### src/rtl/beep_pkg.sv
// Shared types and chime timing constants for the beeper scheduler.
// Chime decode works directly on packed BCD {tens, units} bytes.
package beep_pkg;

    typedef enum logic [1:0] {
        IDLE,
        RING,
        SNOOZE
    } state_t;

    // One decision per cycle; the FSM and the countdown both act on it.
    typedef enum logic [3:0] {
        ACT_HOLD,
        ACT_CHIME,
        ACT_START,
        ACT_ABORT,
        ACT_SNOOZE,
        ACT_RING_TICK,
        ACT_RING_END,
        ACT_SNOOZE_TICK,
        ACT_RERING
    } action_t;

    typedef struct packed {
        logic b512;
        logic b1k;
    } tones_t;

    localparam logic [7:0] CHIME_MIN = 8'h59;
    localparam logic [7:0] TOP_MIN   = 8'h00;
    localparam logic [7:0] TOP_SEC   = 8'h00;
    localparam int         NUM_PIPS  = 4;
    localparam logic [7:0] PIP_SEC [NUM_PIPS] = '{8'h50, 8'h52, 8'h54, 8'h58};

    function automatic tones_t chime_tones(input logic [7:0] mm, input logic [7:0] ss);
        tones_t t;
        t.b512 = 1'b0;
        if (mm == CHIME_MIN) begin
            for (int i = 0; i < NUM_PIPS; i++) begin
                if (ss == PIP_SEC[i]) t.b512 = 1'b1;
            end
        end
        t.b1k = (mm == TOP_MIN) && (ss == TOP_SEC);
        return t;
    endfunction

endpackage

### src/rtl/sec_countdown.sv
// Loadable seconds down-counter shared by the RING and SNOOZE episodes.
// expire flags the tick that consumes the last remaining second.
module sec_countdown #(
    parameter int WIDTH = 9
) (
    input  logic             clk,
    input  logic             rst,
    input  logic             load,
    input  logic [WIDTH-1:0] load_val,
    input  logic             tick,
    output logic             expire
);

    logic [WIDTH-1:0] count;

    // NOTE: sequential state uses non-blocking assignments so every register samples pre-edge values.
    always_ff @(posedge clk) begin
        if (rst) begin
            count <= '0;
        end else if (load) begin
            count <= load_val;
        end else if (tick && count != '0) begin
            count <= count - WIDTH'(1);
        end
    end

    assign expire = tick && (count == WIDTH'(1));

endmodule

### src/rtl/beep_scheduler.sv
// Arbitrates the beeper between the hourly chime and the alarm ring/snooze cycle.
// Tone enables, alarm_active and snooze_used are all registered.
module beep_scheduler
    import beep_pkg::*;
#(
    parameter int RING_SEC   = 60,
    parameter int SNOOZE_SEC = 300,
    parameter int MAX_SNOOZE = 3
) (
    input  logic       clk,
    input  logic       rst,
    input  logic       tick_1hz,
    input  logic [3:0] sec1,
    input  logic [3:0] sec2,
    input  logic [3:0] min1,
    input  logic [3:0] min2,
    input  logic [3:0] hour1,
    input  logic [3:0] hour2,
    input  logic [3:0] asec1,
    input  logic [3:0] asec2,
    input  logic [3:0] amin1,
    input  logic [3:0] amin2,
    input  logic [3:0] ahour1,
    input  logic [3:0] ahour2,
    input  logic       alarm_on,
    input  logic       snooze_btn,
    input  logic       stop_btn,
    output logic       beep512Hz,
    output logic       beep1kHz,
    output logic       alarm_active,
    output logic [1:0] snooze_used
);

    localparam int             CW          = $clog2(((RING_SEC > SNOOZE_SEC) ? RING_SEC : SNOOZE_SEC) + 1);
    localparam logic [CW-1:0]  RING_LOAD   = CW'(RING_SEC);
    localparam logic [CW-1:0]  SNOOZE_LOAD = CW'(SNOOZE_SEC);
    localparam logic [1:0]     SNOOZE_CAP  = 2'(MAX_SNOOZE);

    state_t        state;
    action_t       act;
    tones_t        chime;
    logic          expire;
    logic          alarm_match;
    logic          snooze_ok;
    logic          cd_load;
    logic [CW-1:0] cd_load_val;

    assign alarm_match = alarm_on &&
        ({hour1, hour2, min1, min2, sec1, sec2} == {ahour1, ahour2, amin1, amin2, asec1, asec2});
    assign chime     = chime_tones({min1, min2}, {sec1, sec2});
    assign snooze_ok = (snooze_used < SNOOZE_CAP);

    // Priority: disarm/stop > snooze > tick; a button that acts swallows the tick.
    // NOTE: every always_comb output gets a default first so no latch is inferred.
    always_comb begin
        act = ACT_HOLD;
        case (state)
            IDLE: begin
                if (tick_1hz) act = alarm_match ? ACT_START : ACT_CHIME;
            end
            RING: begin
                if (!alarm_on || stop_btn)       act = ACT_ABORT;
                else if (snooze_btn && snooze_ok) act = ACT_SNOOZE;
                else if (tick_1hz)               act = expire ? ACT_RING_END : ACT_RING_TICK;
            end
            SNOOZE: begin
                if (!alarm_on || stop_btn) act = ACT_ABORT;
                else if (tick_1hz)         act = expire ? ACT_RERING : ACT_SNOOZE_TICK;
            end
            default: act = ACT_ABORT;
        endcase
    end

    always_comb begin
        cd_load     = 1'b1;
        cd_load_val = '0;
        case (act)
            ACT_START, ACT_RERING: cd_load_val = RING_LOAD;
            ACT_SNOOZE:            cd_load_val = SNOOZE_LOAD;
            ACT_ABORT:             cd_load_val = '0;
            default:               cd_load     = 1'b0;
        endcase
    end

    sec_countdown #(.WIDTH(CW)) u_countdown (
        .clk      (clk),
        .rst      (rst),
        .load     (cd_load),
        .load_val (cd_load_val),
        .tick     (tick_1hz),
        .expire   (expire)
    );

    always_ff @(posedge clk) begin
        if (rst) begin
            state        <= IDLE;
            beep512Hz    <= 1'b0;
            beep1kHz     <= 1'b0;
            alarm_active <= 1'b0;
            snooze_used  <= 2'd0;
        end else begin
            case (act)
                ACT_CHIME, ACT_SNOOZE_TICK: begin
                    beep512Hz <= chime.b512;
                    beep1kHz  <= chime.b1k;
                end
                ACT_START, ACT_RERING: begin
                    state        <= RING;
                    beep512Hz    <= 1'b0;
                    beep1kHz     <= 1'b1;
                    alarm_active <= 1'b1;
                    if (act == ACT_START) snooze_used <= 2'd0;
                end
                ACT_SNOOZE: begin
                    state       <= SNOOZE;
                    beep512Hz   <= 1'b0;
                    beep1kHz    <= 1'b0;
                    snooze_used <= snooze_used + 2'd1;
                end
                ACT_ABORT: begin
                    state        <= IDLE;
                    beep512Hz    <= 1'b0;
                    beep1kHz     <= 1'b0;
                    alarm_active <= 1'b0;
                    snooze_used  <= 2'd0;
                end
                ACT_RING_END: begin
                    // The timeout tick is a normal tick, so the chime for that second applies.
                    state        <= IDLE;
                    beep512Hz    <= chime.b512;
                    beep1kHz     <= chime.b1k;
                    alarm_active <= 1'b0;
                    snooze_used  <= 2'd0;
                end
                default: ;
            endcase
        end
    end

endmodule

### config.mk
export PLATFORM = sky130hd
export DESIGN_NAME = beep_scheduler
export DESIGN_NICKNAME = d
export VERILOG_FILES = /design/src/rtl/beep_pkg.sv /design/src/rtl/sec_countdown.sv /design/src/rtl/beep_scheduler.sv
export SDC_FILE = /design/constraint.sdc
export NUM_CORES = 1
export LEC_CHECK = 0
export CAP_MARGIN = 40
export CORE_MARGIN = 5
export CORE_UTILIZATION = 47
export DETAILED_ROUTE_END_ITERATION = 7
export PLACE_DENSITY = 0.86
export SYNTH_ARGS = -nofsm -noshare
export SYNTH_HDL_FRONTEND = slang
export SYNTH_HIERARCHICAL = 1
export SYNTH_SLANG_ARGS = --single-unit
### constraint.sdc
create_clock -name clk -period 7.8 [get_ports clk]
set_clock_uncertainty 0.1 [all_clocks]
set_input_delay 1.56 -clock clk [delete_from_list [all_inputs] [get_ports clk]]
set_output_delay 1.56 -clock clk [all_outputs]
set_load 0.01 [all_outputs]
After elaboration in Yosys (flattened, before gate mapping). Index checks and enable logic that the tools add are counted.

Add/sub/neg operators: 2. Order comparisons: 1. Eq/ne operators: 17. Multiplexer cells: 25. Reduce and logical (&&, ||, !) cells: 22.

Operators by type and width (number): $eq A8 B7 Y1 const B (5); $eq A24 B24 Y1 (1); $mux W9 (2); $pmux W9 S2 (1); $logic_not A8 Y1 (2); $eq A4 B3 Y1 const B (3); $mux W4 (3); $pmux W2 S3 (2); $pmux W4 S3 (1); $eq A9 B1 Y1 const B (1); $mux W3 (3); $reduce_bool A9 Y1 (1); $sub A9 B1 Y9 const B (1); $eq A4 B2 Y1 const B (2); $mux W2 (4); $mux W1 (6); $reduce_bool A2 Y1 (3); $reduce_bool A3 Y1 (2); $reduce_or A2 Y1 (3); $logic_and A1 B1 Y1 (5); $eq A4 B1 Y1 const B (1); $eq A4 B4 Y1 const B (1); $pmux W1 S2 (2); $reduce_or A4 Y1 (1); 11 further kinds (11).

Flip-flop bits (word level): 16. Input bits: 54. Word-level logic and storage cells: 73.

Longest topological paths before layout.
Word-level depth: 11. Gate-level depth with buffers: 10. Gate-level depth less buffers: 10.

Hierarchy. Netlist, hierarchy kept.

Modules (own cells, without submodules): beep_scheduler (instances 1, cells each 113, area an instance 850.8 um2, seq. area each 140.1 um2); sec_countdown (instances 1, cells each 73, area an instance 595.6 um2, seq. area each 180.2 um2).

Worst setup path after synthesis. Ideal clock, no wire load.

Path type: input to register. Start: input port amin2[2]. End: register u_countdown.count[6]. Library setup time: 0.115 ns. Data arrival time: 3.197 ns. Path slack: 4.388 ns. Stages: 9. Path buffers: 1. Cell sequence: xnor2_1 nand4_1 nor4_2 nand4_2 nand3_1 or2_2 dlygate4sd1_1 a21oi_1 o21a_1.

Cells in the longest elaborated chain, start to end: 9.

Ends and longest elaborated chain: start: declaration (line beep_scheduler.sv:22) `input logic [3:0] amin2,`; $eq A24 B24 Y1 (*) (line beep_scheduler.sv:49) `({hour1, hour2, min1, min2, sec1, sec2} == {ahour1, ahour2, amin1, amin2, asec1, asec2});`; $logic_and A1 B1 Y1 (*) (line beep_scheduler.sv:48) `assign alarm_match = alarm_on &&`; $mux W2 (*) (2 in a row) (line beep_scheduler.sv:59) `if (tick_1hz) act = alarm_match ? ACT_START : ACT_CHIME;`; $pmux W4 S3 (*) (line beep_scheduler.sv:57) `case (state)`; $eq A4 B2 Y1 (tied with other cells) (line beep_scheduler.sv:77) `case (act)`; $reduce_or A4 Y1 (no source line) (*); $mux W1 (*) (line beep_scheduler.sv:77); net cd_load (line beep_scheduler.sv:45) `logic cd_load;`; $mux W9 / $reduce_bool A2 Y1 (equally long branches); end signal: assignment (line sec_countdown.sv:21) `count <= load_val;`; end signal: assignment (line sec_countdown.sv:23) `count <= count - WIDTH'(1);`; end: declaration (line sec_countdown.sv:14) `logic [WIDTH-1:0] count;`.

Mark *: on every way through the listed nets, which the timed path passes. The rest lies on a longest branch. A chain may end at the register's enable or synchronous reset.

Final worst setup path.
Start: input port tick_1hz. End: register u_countdown.count[1].

Cells in the longest elaborated chain, start to end: 10.

Ends and longest elaborated chain: start: declaration (line beep_scheduler.sv:12) `input logic tick_1hz,`; $logic_and A1 B1 Y1 (*) (line sec_countdown.sv:27) `assign expire = tick && (count == WIDTH'(1));`; net expire (line beep_scheduler.sv:42) `logic expire;`; $mux W2 (line beep_scheduler.sv:64) `else if (tick_1hz) act = expire ? ACT_RING_END : ACT_RING_TICK;`; $mux W3 (line beep_scheduler.sv:64); $mux W3 (line beep_scheduler.sv:63) `else if (snooze_btn && snooze_ok) act = ACT_SNOOZE;`; $mux W3 (line beep_scheduler.sv:62) `if (!alarm_on || stop_btn) act = ACT_ABORT;`; $pmux W4 S3 (*) (line beep_scheduler.sv:57); $eq A4 B2 Y1 (tied with other cells) (line beep_scheduler.sv:77); $reduce_or A4 Y1 (no source line) (*); $mux W1 (*) (line beep_scheduler.sv:77); net cd_load (line beep_scheduler.sv:45); $mux W9 / $reduce_bool A2 Y1 (equally long branches).

Marked as above.

==> results.rst <==
.. list-table::
   :header-rows: 1

   * - Metric
     - Value
   * - Share of Yosys cell area claimed by the top area cell type
     - 0.221
   * - Number of iterations in the first detailed-routing pass
     - 4
   * - DIE AREA
     - 4290 um2
   * - Width of the chip
     - between 60 and 70 um
   * - Overall power of the completed layout
     - between 0.3 and 0.4 mW
   * - F_max
     - 0.255 GHz
   * - Fraction of final layout cells sized beyond drive strength 1
     - 0.0726
   * - Via count of the first global-routing pass
     - ~1700
   * - Setup slack at placement
     - approximately 3.6 ns
   * - Period utilization
     - 0.502
   * - Number of failing hold endpoints at the final stage
     - 0
   * - Floorplan die height
     - approximately 65 um
   * - Maximum vdd ir drop
     - ~0.11 mV
   * - Final slew viol count
     - 0
   * - Number of instances resized during post-cts repair
     - 0
   * - Parity-gate share of the synthesized area counting xor and xnor cells
     - 0.175
   * - Worst slew margin relative to its limit
     - 0.575
   * - Share of the synthesized area in compound gates (AO/OA/AOI/OAI)
     - 0.217
   * - Fin crit period
     - 3.92 ns
   * - Worst Setup Start Kind
     - input pin
   * - Area leader, netlist
     - sky130_fd_sc_hd__dfxtp_1
   * - Max clock buf depth
     - 2
   * - Detailed-route wire length per cell
     - 15.2 um
   * - Distinct cell type count after synthesis
     - between 40 and 50
   * - Clock tree root buffer cell
     - sky130_fd_sc_hd__clkbuf_4
   * - Floorplan row count
     - 20
   * - Ant. Diodes
     - 0
   * - Global placer's final weighted congestion
     - 0.921
   * - Post-CTS setup repair buffer count
     - 0
   * - Overall fraction of global-route tracks in use
     - 0.212
   * - Remaining number of nets flagged by the antenna check after routing
     - 0
   * - Signal arrival time at the worst endpoint
     - 4.03 ns
   * - Longest individual stage delay on the worst path
     - 0.60 ns
   * - Worst hold margin
     - 0.354 ns
   * - Global-route layer with the greatest usage
     - met2
   * - Final setup slack of the worst path
     - 3.88 ns
   * - Critical Path Fanout Max
     - 16
   * - Synth Warn #
     - 6
   * - Critical path type
     - in -> reg
   * - Number of violations reported at the end of detailed-routing iteration 0
     - 129
   * - PD cells
     - 183 nW/um2
   * - Setup repair after global routing missed its margin
     - false
   * - CTS tree
     - done
   * - Critical path endpoint category
     - flip-flop
   * - Count of vias placed by the detailed router
     - between 1500 and 2000
   * - Area growth from synthesis to layout
     - 44.7%
   * - Number of synthesized flops with an enable pin
     - 0
   * - Post-synth ARST share
     - 0
   * - Number of cells traversed by the worst register-to-register path
     - 10
   * - Sinks on the clock net
     - 16
   * - Wire length of the first global-routing pass
     - 7190 um
   * - Final wirelength
     - 4260 um
   * - Vias per inst
     - 5.59
   * - Detailed-placement wirelength estimate
     - about 3600 um
   * - Ys flop type
     - sky130_fd_sc_hd__dfxtp_1
   * - Static leakage
     - 0.763 nW
   * - Worst min-delay path category
     - reg -> reg
   * - Worst-Margin Slew
     - 0.636 ns
   * - Number of cells produced by synthesis
     - around 190
   * - Most frequent cell on the critical path
     - sky130_fd_sc_hd__or2_2
   * - Largest net degree at the start of global routing
     - 18
   * - Fraction of the core area covered by cells at the end of the flow
     - 0.697
   * - Standard cell core area
     - roughly 3000 um2
   * - Sequential area share after synthesis
     - 0.221
   * - I/O pin cnt
     - slightly below 60
   * - Worst Hold Depth
     - 2
   * - Max capacitance violation total
     - 0
   * - Total grt overflow
     - 0
   * - Largest family of logic cells by synthesized area
     - simple AND/OR/NAND/NOR gates
   * - Post-synthesis adder-cell area fraction
     - 0.0424
   * - FF+latch count, synth
     - 16
   * - Number of nets in the finished design
     - ~310
   * - Worst-path cell chain
     - clkdlybuf4s50_1 > and4_1 > nand4_1 > nand3_1 > or2_2 > or2_2 > nor2_1 > mux2i_1 > o21ai_0
   * - Quantity of I/O buffers inserted on ports
     - 58
   * - Required time at the worst-slack endpoint
     - 7.92 ns
   * - CTS clock-pin slew for the worst setup and hold paths
     - 0.09 ns
   * - Clock buffers created by TritonCTS
     - 3
   * - Detailed-route DRC error count
     - 0
   * - Clock network latency to the later pin of the worst-skew pair
     - 0.29 ns
   * - Antenna violations before repair
     - 0
   * - Synthesized area per cell
     - 7.78 um2
   * - Met2 track demand over resource
     - 0.388
   * - Post-synthesis cell area
     - 1450 um2
   * - Layout filler cell count
     - 243
   * - Status
     - completed
   * - Number of hold buffers added after CTS
     - 0
   * - Largest cells by area after synthesis
     - sky130_fd_sc_hd__dfxtp_1, sky130_fd_sc_hd__xnor2_1, sky130_fd_sc_hd__a21oi_1
   * - Crit path max-delay cell type
     - sky130_fd_sc_hd__clkdlybuf4s50_1
   * - Setup TNS
     - 0 ns
   * - Simple-gate area share of the yosys netlist
     - 0.275
   * - Post-synth top cells
     - sky130_fd_sc_hd__xnor2_1, sky130_fd_sc_hd__dfxtp_1, sky130_fd_sc_hd__inv_1, sky130_fd_sc_hd__nor2_1, sky130_fd_sc_hd__a21oi_1
   * - H-tree levels
     - 1
   * - Mux contribution to synthesized area
     - 0.00692
   * - Starting density of the core
     - 0.482
   * - Final Setup Violations
     - 0
   * - Met3 track demand over resource
     - 0.0444
   * - Cell with the most instances after synthesis
     - sky130_fd_sc_hd__xnor2_1
   * - GRT met1 Usage
     - 0.238
==> critical path, delay by kind of cell <==
family                 cells  cell delay, ns
and+or+nand+nor            6            1.71
AOI/OAI and AO/OA          1            0.07
muxes                      1            0.07
buffers and inverters      1            0.60
==> through the flow <==
stage	area, um2	cells
after floorplan	1460	189
after global placement	2060	277
after detailed placement	2060	277
after CTS	2090	281
after global routing	2090	281
final	2090	281
==> cell usage in the layout (no fill, tap or decap), types with 2 or more instances in the layout <==
master	synthesis	layout
sky130_fd_sc_hd__inv_1	15	15
sky130_fd_sc_hd__nand4_1	6	6
sky130_fd_sc_hd__o21a_1	3	3
sky130_fd_sc_hd__ha_1	4	4
sky130_fd_sc_hd__nor2_1	14	14
sky130_fd_sc_hd__o2111ai_1	2	2
sky130_fd_sc_hd__o21ai_0	6	6
sky130_fd_sc_hd__xor2_1	3	3
sky130_fd_sc_hd__or2_2	2	2
sky130_fd_sc_hd__and4_1	2	2
sky130_fd_sc_hd__a21oi_1	13	13
sky130_fd_sc_hd__or3_1	2	2
sky130_fd_sc_hd__nand3b_1	2	2
sky130_fd_sc_hd__a31oi_1	4	4
sky130_fd_sc_hd__o22ai_1	4	4
sky130_fd_sc_hd__conb_1	1	4
sky130_fd_sc_hd__clkbuf_4	0	3
sky130_fd_sc_hd__nand3_1	4	4
sky130_fd_sc_hd__a211oi_1	3	3
sky130_fd_sc_hd__dfxtp_1	16	16
sky130_fd_sc_hd__clkdlybuf4s50_1	0	58
sky130_fd_sc_hd__xnor2_1	24	24
sky130_fd_sc_hd__nor3_1	5	5
sky130_fd_sc_hd__nand2b_1	2	2
sky130_fd_sc_hd__nand2_1	10	10
sky130_fd_sc_hd__nor2b_1	6	6
sky130_fd_sc_hd__a221oi_1	2	2
sky130_fd_sc_hd__nor4_1	8	8
==> sequential cells by signal (all words and copies together) (netlist names) <==
register           flops
snooze_used            2
u_countdown/count      9
alarm_active           1
beep512Hz              1
beep1kHz               1
state                  2
==> cells by family after synthesis <==
group	Yosys count
mux	1
flops	16
xor+xnor	28
fa+ha+maj	5
simple gates	70
buf+inv	19
compound gates	46
other cells	1
==> layout make-up <==
cell class / instances / area, um2 / area share
clock buffers: 4 / 36.3 / 0.0173
flip-flops and latches: 16 / 320 / 0.153
multi-input cells: 154 / 1050 / 0.502
well taps: 33 / 41.3 / 0.0197
repair buffers: 59 / 588 / 0.281
inverters: 15 / 56.3 / 0.0269
==> final timing paths <==
| check | from | end | slack (ns) |
|---|---|---|---|
| max | tick_1hz | u_countdown/count[1] | 3.88 |
| min | alarm_active | alarm_active | 0.35 |
| max reg2reg | u_countdown/count[5] | u_countdown/count[1] | 5.11 |
| min reg2reg | alarm_active | alarm_active | 0.35 |
==> layer usage <==
metal / vias to the layer above / part of all wire
met4: 0 / 0.027
met3: 12 / 0.048
met1: 706 / 0.40
met2: 52 / 0.52
li1: 801 / -
met5: - / 0
==> power breakdown <==
part / internal (mW) / switching [mW]
Combinational: 0.103 / 0.104
Clock: 0.0285 / 0.0254
Sequential: 0.101 / 0.0205
Power figures use the tool's default switching activity.
